## config.mk

```make
export PLATFORM = sky130hd
export DESIGN_NAME = sisc_fetch_flat
export DESIGN_NICKNAME = d
export VERILOG_FILES = /design/src/rtl/sisc_pkg.sv /design/src/rtl/sisc_fetch_if.sv /design/src/rtl/sisc_fetch_q.sv /design/src/rtl/sisc_fetch.sv /design/src/flat_wrapper.sv
export SDC_FILE = /design/constraint.sdc
export NUM_CORES = 1
export LEC_CHECK = 0
export ABC_AREA = 1
export ABC_CLOCK_PERIOD_IN_PS = 4600
export BUFFER_PORTS_ARGS = -buffer_cell sky130_fd_sc_hd__buf_2
export CAP_MARGIN = 15
export CORE_ASPECT_RATIO = 2
export CORE_MARGIN = 8
export CORE_UTILIZATION = 40
export CTS_BUF_LIST = sky130_fd_sc_hd__clkbuf_4 sky130_fd_sc_hd__clkbuf_8 sky130_fd_sc_hd__clkbuf_16
export CTS_CLUSTER_DIAMETER = 200
export CTS_CLUSTER_SIZE = 8
export DETAILED_ROUTE_END_ITERATION = 6
export HOLD_SLACK_MARGIN = 0.08
export PLACE_DENSITY = 0.61
export SLEW_MARGIN = 20
export SYNTH_ARGS = -nofsm -noshare
export SYNTH_HDL_FRONTEND = slang
export SYNTH_SLANG_ARGS = --single-unit
```

## constraint.sdc

```tcl
create_clock -name clk -period 4.6 [get_ports clk]
set_input_delay 0.92 -clock clk [delete_from_list [all_inputs] [get_ports clk]]
set_output_delay 0.92 -clock clk [all_outputs]
set_load 0.02 [all_outputs]
```

## src/rtl/sisc_pkg.sv

```systemverilog
// Shared widths and fetch-state encoding for the sisc fetch slice.
package sisc_pkg;
  localparam int unsigned ADDR_W = 16;
  localparam int unsigned DATA_W = 32;

  typedef enum logic [1:0] {IDLE, WAIT, DROP} fetch_state_t;
endpackage

```

## src/rtl/sisc_fetch_if.sv

```systemverilog
// Fetch-stage bus: instruction-memory req/ack, core valid/ready and branch redirect.
interface sisc_fetch_if #(
  parameter int unsigned ADDR_W = sisc_pkg::ADDR_W,
  parameter int unsigned DATA_W = sisc_pkg::DATA_W
);
  logic              imem_req;
  logic [ADDR_W-1:0] imem_addr;
  logic              imem_ack;
  logic [DATA_W-1:0] imem_rdata;
  logic              ir_valid;
  logic [DATA_W-1:0] ir;
  logic [ADDR_W-1:0] ir_pc;
  logic              ir_ready;
  logic              br_taken;
  logic [ADDR_W-1:0] br_addr;

  modport master (
    output imem_req, imem_addr, ir_valid, ir, ir_pc,
    input  imem_ack, imem_rdata, ir_ready, br_taken, br_addr
  );

  modport slave (
    input  imem_req, imem_addr, ir_valid, ir, ir_pc,
    output imem_ack, imem_rdata, ir_ready, br_taken, br_addr
  );
endinterface

```

## src/rtl/sisc_fetch_q.sv

```systemverilog
// Small {pc, instr} FIFO between instruction memory and the core; flush wins over push/pop.
module sisc_fetch_q #(
  parameter int unsigned ADDR_W = 16,
  parameter int unsigned DATA_W = 32,
  parameter int unsigned DEPTH  = 2
) (
  input  logic                       clk,
  input  logic                       rst_f,
  input  logic                       flush,
  input  logic                       push,
  input  logic                       pop,
  input  logic [ADDR_W-1:0]          push_pc,
  input  logic [DATA_W-1:0]          push_instr,
  output logic                       valid,
  output logic [ADDR_W-1:0]          head_pc,
  output logic [DATA_W-1:0]          head_instr,
  output logic [$clog2(DEPTH+1)-1:0] count
);
  localparam int unsigned PTR_W = $clog2(DEPTH);

  logic [ADDR_W-1:0] pc_mem    [DEPTH];
  logic [DATA_W-1:0] instr_mem [DEPTH];
  logic [PTR_W-1:0]  rd_ptr;
  logic [PTR_W-1:0]  wr_ptr;

  // Storage is reset so the head reads zero straight out of reset.
  always_ff @(posedge clk or negedge rst_f) begin
    if (!rst_f) begin
      rd_ptr <= '0;
      wr_ptr <= '0;
      count  <= '0;
      for (int unsigned i = 0; i < DEPTH; i++) begin
        pc_mem[i]    <= '0;
        instr_mem[i] <= '0;
      end
    end else if (flush) begin
      rd_ptr <= '0;
      wr_ptr <= '0;
      count  <= '0;
    end else begin
      if (push) begin
        pc_mem[wr_ptr]    <= push_pc;
        instr_mem[wr_ptr] <= push_instr;
        wr_ptr            <= wr_ptr + 1'b1;
      end
      if (pop) begin
        rd_ptr <= rd_ptr + 1'b1;
      end
      case ({push, pop})
        2'b10:   count <= count + 1'b1;
        2'b01:   count <= count - 1'b1;
        default: ;
      endcase
    end
  end

  assign valid      = (count != '0);
  assign head_pc    = pc_mem[rd_ptr];
  assign head_instr = instr_mem[rd_ptr];
endmodule

```

## src/rtl/sisc_fetch.sv

```systemverilog
// Instruction fetch stage: owns the fetch PC, keeps one imem request in flight, redirects on branch.
module sisc_fetch #(
  parameter int unsigned ADDR_W = sisc_pkg::ADDR_W,
  parameter int unsigned DATA_W = sisc_pkg::DATA_W,
  parameter int unsigned DEPTH  = 2
) (
  input logic        clk,
  input logic        rst_f,
  sisc_fetch_if.master bus
);
  import sisc_pkg::*;

  localparam int unsigned CNT_W = $clog2(DEPTH + 1);

  fetch_state_t      state;
  logic [ADDR_W-1:0] fpc;
  logic [ADDR_W-1:0] fpc_inc;
  logic [CNT_W-1:0]  count;
  logic              push;
  logic              pop;
  logic              space;
  int                count_after;

  // An outstanding request reserves a slot, so a response always finds room.
  always_comb begin
    fpc_inc     = fpc + 1'b1;
    space       = (int'(count) + int'(state != IDLE)) < int'(DEPTH);
    pop         = bus.ir_valid && bus.ir_ready && !bus.br_taken;
    push        = (state == WAIT) && bus.imem_ack && !bus.br_taken;
    count_after = int'(count) + int'(push) - int'(pop);
  end

  always_ff @(posedge clk or negedge rst_f) begin
    if (!rst_f) begin
      state         <= IDLE;
      fpc           <= '0;
      bus.imem_req  <= 1'b0;
      bus.imem_addr <= '0;
    end else begin
      case (state)
        IDLE: begin
          if (bus.br_taken) begin
            fpc           <= bus.br_addr;
            state         <= WAIT;
            bus.imem_req  <= 1'b1;
            bus.imem_addr <= bus.br_addr;
          end else if (space) begin
            state         <= WAIT;
            bus.imem_req  <= 1'b1;
            bus.imem_addr <= fpc;
          end
        end
        WAIT: begin
          if (bus.br_taken) begin
            fpc <= bus.br_addr;
            if (bus.imem_ack) begin
              state        <= IDLE;
              bus.imem_req <= 1'b0;
            end else begin
              state <= DROP;
            end
          end else if (bus.imem_ack) begin
            fpc <= fpc_inc;
            if (count_after < int'(DEPTH)) begin
              bus.imem_addr <= fpc_inc;
            end else begin
              state        <= IDLE;
              bus.imem_req <= 1'b0;
            end
          end
        end
        DROP: begin
          if (bus.br_taken) begin
            fpc <= bus.br_addr;
          end
          if (bus.imem_ack) begin
            state        <= IDLE;
            bus.imem_req <= 1'b0;
          end
        end
        default: begin
          state        <= IDLE;
          bus.imem_req <= 1'b0;
        end
      endcase
    end
  end

  sisc_fetch_q #(
    .ADDR_W(ADDR_W),
    .DATA_W(DATA_W),
    .DEPTH (DEPTH)
  ) u_q (
    .clk       (clk),
    .rst_f     (rst_f),
    .flush     (bus.br_taken),
    .push      (push),
    .pop       (pop),
    .push_pc   (fpc),
    .push_instr(bus.imem_rdata),
    .valid     (bus.ir_valid),
    .head_pc   (bus.ir_pc),
    .head_instr(bus.ir),
    .count     (count)
  );
endmodule

```

## src/flat_wrapper.sv

```systemverilog
// flat-port wrapper written by rule: the top's interface ports become plain ports
module sisc_fetch_flat import sisc_pkg::*;
#(
  parameter int unsigned ADDR_W = sisc_pkg::ADDR_W,
  parameter int unsigned DATA_W = sisc_pkg::DATA_W,
  parameter int unsigned DEPTH  = 2
)
  (clk, rst_f, bus_imem_req, bus_imem_addr, bus_ir_valid, bus_ir, bus_ir_pc, bus_imem_ack, bus_imem_rdata, bus_ir_ready, bus_br_taken, bus_br_addr);
  sisc_fetch_if #(.ADDR_W(ADDR_W), .DATA_W(DATA_W)) bus_i ();
  input logic clk;
  input logic rst_f;
  output wire logic [$bits(bus_i.imem_req)-1:0] bus_imem_req;
  output wire logic [$bits(bus_i.imem_addr)-1:0] bus_imem_addr;
  output wire logic [$bits(bus_i.ir_valid)-1:0] bus_ir_valid;
  output wire logic [$bits(bus_i.ir)-1:0] bus_ir;
  output wire logic [$bits(bus_i.ir_pc)-1:0] bus_ir_pc;
  input wire logic [$bits(bus_i.imem_ack)-1:0] bus_imem_ack;
  input wire logic [$bits(bus_i.imem_rdata)-1:0] bus_imem_rdata;
  input wire logic [$bits(bus_i.ir_ready)-1:0] bus_ir_ready;
  input wire logic [$bits(bus_i.br_taken)-1:0] bus_br_taken;
  input wire logic [$bits(bus_i.br_addr)-1:0] bus_br_addr;
  assign bus_imem_req = bus_i.imem_req;
  assign bus_imem_addr = bus_i.imem_addr;
  assign bus_ir_valid = bus_i.ir_valid;
  assign bus_ir = bus_i.ir;
  assign bus_ir_pc = bus_i.ir_pc;
  assign bus_i.imem_ack = bus_imem_ack;
  assign bus_i.imem_rdata = bus_imem_rdata;
  assign bus_i.ir_ready = bus_ir_ready;
  assign bus_i.br_taken = bus_br_taken;
  assign bus_i.br_addr = bus_br_addr;
  sisc_fetch #(.ADDR_W(ADDR_W), .DATA_W(DATA_W), .DEPTH(DEPTH)) u_core (.clk(clk), .rst_f(rst_f), .bus(bus_i));
endmodule
```

==> reports/results.tsv <==
stage	metric	value	unit
critical_path	RR Endpoint	u_core.bus.imem_addr[6]	
timing	Least-Margin Pin Slew	1.01	ns
pwr	Max rail drop VDD	0.000393	V
route	WL per Instance	14.3	um
clocking	Worst-Skew Late Latency	0.41	ns
clocking	Sink Count	135	
timing	Final Hold Vio Count	0	
hold_path	min-delay src	u_core.bus.imem_addr[11]	
critical_path	Critical Path RT	4.90	ns
logic_synthesis	area fraction in compound gates after synthesis	0.141	
route	Routed WL	16900	um
timing	Slew HR	0.328	
timing	fin crit period	3.01	ns
logic_synthesis	syn nets	920	
cells_and_area	FF/Latch Area	3380	um^2
pwr	register share of total power	0.349	
critical_path	CP Max Fanout	30	
route	DR vias/cell	4.91	
pwr	Pint	3.49	mW
logic_synthesis	Syn Area/Cell	7.75	um^2
pwr	Pleak	4.26	nW
clocking	setup repair bufs after CTS	0	
logic_synthesis	post-synthesis register bit count	135	
place	dpl hpwl	11300	um
critical_path	most frequent CP cell	ha_1	
global_route	largest net degree at the start of global routing	98	
pwr	NetSw	2.52	mW
logic_synthesis	Synth Area in Simple Gates	0.238	
critical_path	Critical Path, Cell by Cell	buf_2, nor2_4, ha_1, inv_1, ha_1, inv_1, ha_1, ha_1, inv_1, nand2_1, nand3_1, nand2_2, inv_2, nand2_1, nand2_1	
pwr	switch share	0.419	
run_status	status	finished, final reports clean	
floorplanning	I/O pin total	119	
clocking	CTS tree	built	
clocking	clock buffer count from CTS	17	
clocking	CTS H-tree depth	4	
floorplanning	full die area	21300	um^2
cells_and_area	multi-input logic area	2740	um^2
critical_path	Critical R2R Launch	u_core.state[1]	
timing	Fin Setup TNS	0	ns
pwr	Logic pwr share	0.408	
critical_path	R2R setup slack	1.65	ns
critical_path	crit path launch type	primary input	
cells_and_area	Fillers	1700	
logic_synthesis	post-synthesis mux area share	0	
cells_and_area	P&R area growth vs syn	19.1	%
timing	Slew Limit Fails	0	
clocking	Root Driver	clkbuf_16	
place	routability congestion estimate	0.865	
global_route	first-pass GRT wire length	28400	um
cells_and_area	# diodes	0	
logic_synthesis	Seq/Total Area, Yosys	0.507	
hold_path	worst hold path stage count	2	
pwr	PD cells	757	nW/um^2
logic_synthesis	main combinational cell family by area after synthesis	simple AND/OR/NAND/NOR gates	
global_route	Total GRT Usage	0.166	
timing	final worst-path cycle share	0.653	
floorplanning	core area	16500	um^2
critical_path	CP max-delay cell	buf_2	
route	drt pass-1 iters	5	
critical_path	CP arrival	3.30	ns
cells_and_area	fraction of layout cells with a size suffix above 1	0.173	
pwr	Clock Power Share	0.243	
route	total number of vias	5778	
floorplanning	num rows	67	
critical_path	CP endpoint kind	flop	
critical_path	crit path kind	primary input to flop	
clocking	CTS Hold Bufs	0	
timing	Setup Viol. Count Final	0	
logic_synthesis	xor and xnor area share after synthesis	0.0145	
critical_path	Crit path largest cell delay	0.48	ns
timing	fmax	0.333	GHz
floorplanning	Die Y	198	um
route	post-route DRC violation count	0	
timing	Worst Clk Skew	0.00834	ns
global_route	initial antenna violation count	0	
global_route	final global-route overflow total	0	
floorplanning	Starting Density	0.403	
clocking	post-CTS sizing	0	
global_route	vias in the first global route	5785	
hold_path	WHS Endpoint	u_core.bus.imem_addr[11]	
logic_synthesis	Synth warnings	0	
route	DRT iter0 DRCs	331	
clocking	Max Root-Sink Buffers	2	
place	# port buffers	118	
critical_path	reg2reg path depth	16	
floorplanning	die width	107	um
logic_synthesis	mapped cell area	6660	um^2
logic_synthesis	post-synthesis adder-cell area fraction	0.0162	
clocking	Reg clk slew, reported paths	0.05	ns
cells_and_area	nets	1017	
timing	hold_ws	0.475	ns
hold_path	Hold Crit Class	flop to flop	
logic_synthesis	Mapped Cells	859	
timing	RSZ-0062 raised after global routing	false	
logic_synthesis	unique cell type count in the Yosys netlist	27	
run	max capacitance violation total	0	
route	Final ANT Viol Nets	0	
critical path, delay by kind of cell:
family        cells  cell delay (ns)
buf+inv           5             0.87
simple gates      6             0.77
fa+ha+maj         4             0.74
routing by layer:
| metal | part of all wire | track usage | routed length, um | up-vias |
|---|---|---|---|---|
| met4 | 0.027 | 0.0751 | 452 | 0 |
| met1 | 0.45 | 0.208 | 7540 | 2688 |
| met2 | 0.47 | 0.266 | 8000 | 152 |
| met5 | 0 | 0 | 0 | - |
| met3 | 0.051 | 0.0350 | 856 | 31 |
| li1 | - | - | - | 2907 |
how the worst max path moves through the flow:
stage / start / to / cells past startpoint
2_1_floorplan: bus_imem_ack / u_core.bus.imem_addr[4] / 15
5_1_grt: bus_br_taken / u_core.bus.imem_addr[11] / 15
6_report: bus_br_taken / u_core.bus.imem_addr[6] / 15
3_3_place_gp: bus_br_taken / u_core.bus.imem_addr[11] / 15
3_5_place_dp: bus_br_taken / u_core.bus.imem_addr[6] / 15
4_1_cts: bus_br_taken / u_core.bus.imem_addr[6] / 15
sequential cells by signal (all words and copies together), names as in the netlist:
register / count
u_core.fpc: 16
u_core.u_q.pc_mem: 32
u_core.u_q.instr_mem: 64
u_core.state: 2
u_core.u_q.rd_ptr: 1
u_core.u_q.wr_ptr: 1
u_core.bus.imem_addr: 16
u_core.bus.imem_req: 1
u_core.u_q.count: 2
synth_stat cells, drive strengths merged:
library cell | count | area share
nand2 | 356 | 0.20
o21ai | 151 | 0.11
dfrtp | 135 | 0.51
inv | 78 | 0.044
nor2 | 26 | 0.019
buf | 25 | 0.029
clkbuf | 18 | 0.010
a21oi | 17 | 0.013
nand3 | 14 | 0.011
o211ai | 10 | 0.011
xor2 | 10 | 0.013
ha | 7 | 0.013
nand4 | 4 | 0.0038
o22ai | 4 | 0.0038
and2 | 1 | 0.00094
fa | 1 | 0.0030
nor3 | 1 | 0.00075
xnor2 | 1 | 0.0013
power groups by stage:
| stage | clock network [mW] | registers, mW | logic (mW) |
|---|---|---|---|
| 2_1_floorplan | 0 | 2.11 | 1.71 |
| 3_3_place_gp | 0 | 2.10 | 2.45 |
| 3_5_place_dp | 0 | 2.11 | 2.49 |
| 4_1_cts | 1.49 | 2.09 | 2.50 |
| 5_1_grt | 1.54 | 2.17 | 2.79 |
| 6_report | 1.46 | 2.10 | 2.45 |
cell families after synthesis:
kind of cell               count (synthesis)
AOI/OAI and AO/OA                        182
xor gates and xnor gates                  11
adders and majority gates                  8
buffers and inverters                    121
DFF                                      135
and+or+nand+nor                          402
cell type report:
cell class / instances / area share
Clock inverter: 11 / 0.0215
Tap cell: 207 / 0.0327
Inverter: 78 / 0.0369
Clock buffer: 21 / 0.0590
Timing Repair Buffer: 121 / 0.0781
Sequential cell: 135 / 0.426
Multi-Input combinational cell: 603 / 0.346
cells in the final DEF (no fill, tap or decap), types with 4 or more instances in the layout:
master / instances
nand2_1: 352
dfrtp_1: 134
buf_2: 117
o21ai_1: 85
inv_1: 71
o21ai_0: 66
nor2_1: 23
a21oi_1: 17
clkbuf_16: 17
nand3_1: 14
o211ai_1: 10
xor2_1: 10
inv_2: 7
ha_1: 7
nand4_1: 4
o22ai_1: 4
bufinv_16: 4
per-stage QoR:
stage | cells | util | total power [mW] | cell area (um^2) | setup WS, ns
floorplan | 859 | - | 3.82 | 6660 | 2.01
global placement | 1144 | 0.442 | 4.54 | 7290 | 1.23
detailed placement | 1144 | 0.442 | 4.60 | 7290 | 1.16
CTS | 1176 | 0.480 | 6.09 | 7930 | 1.60
global route | 1176 | 0.480 | 6.50 | 7930 | 1.35
finish | 1176 | 0.480 | 6.01 | 7930 | 1.59
Power figures use the tool's default switching activity.
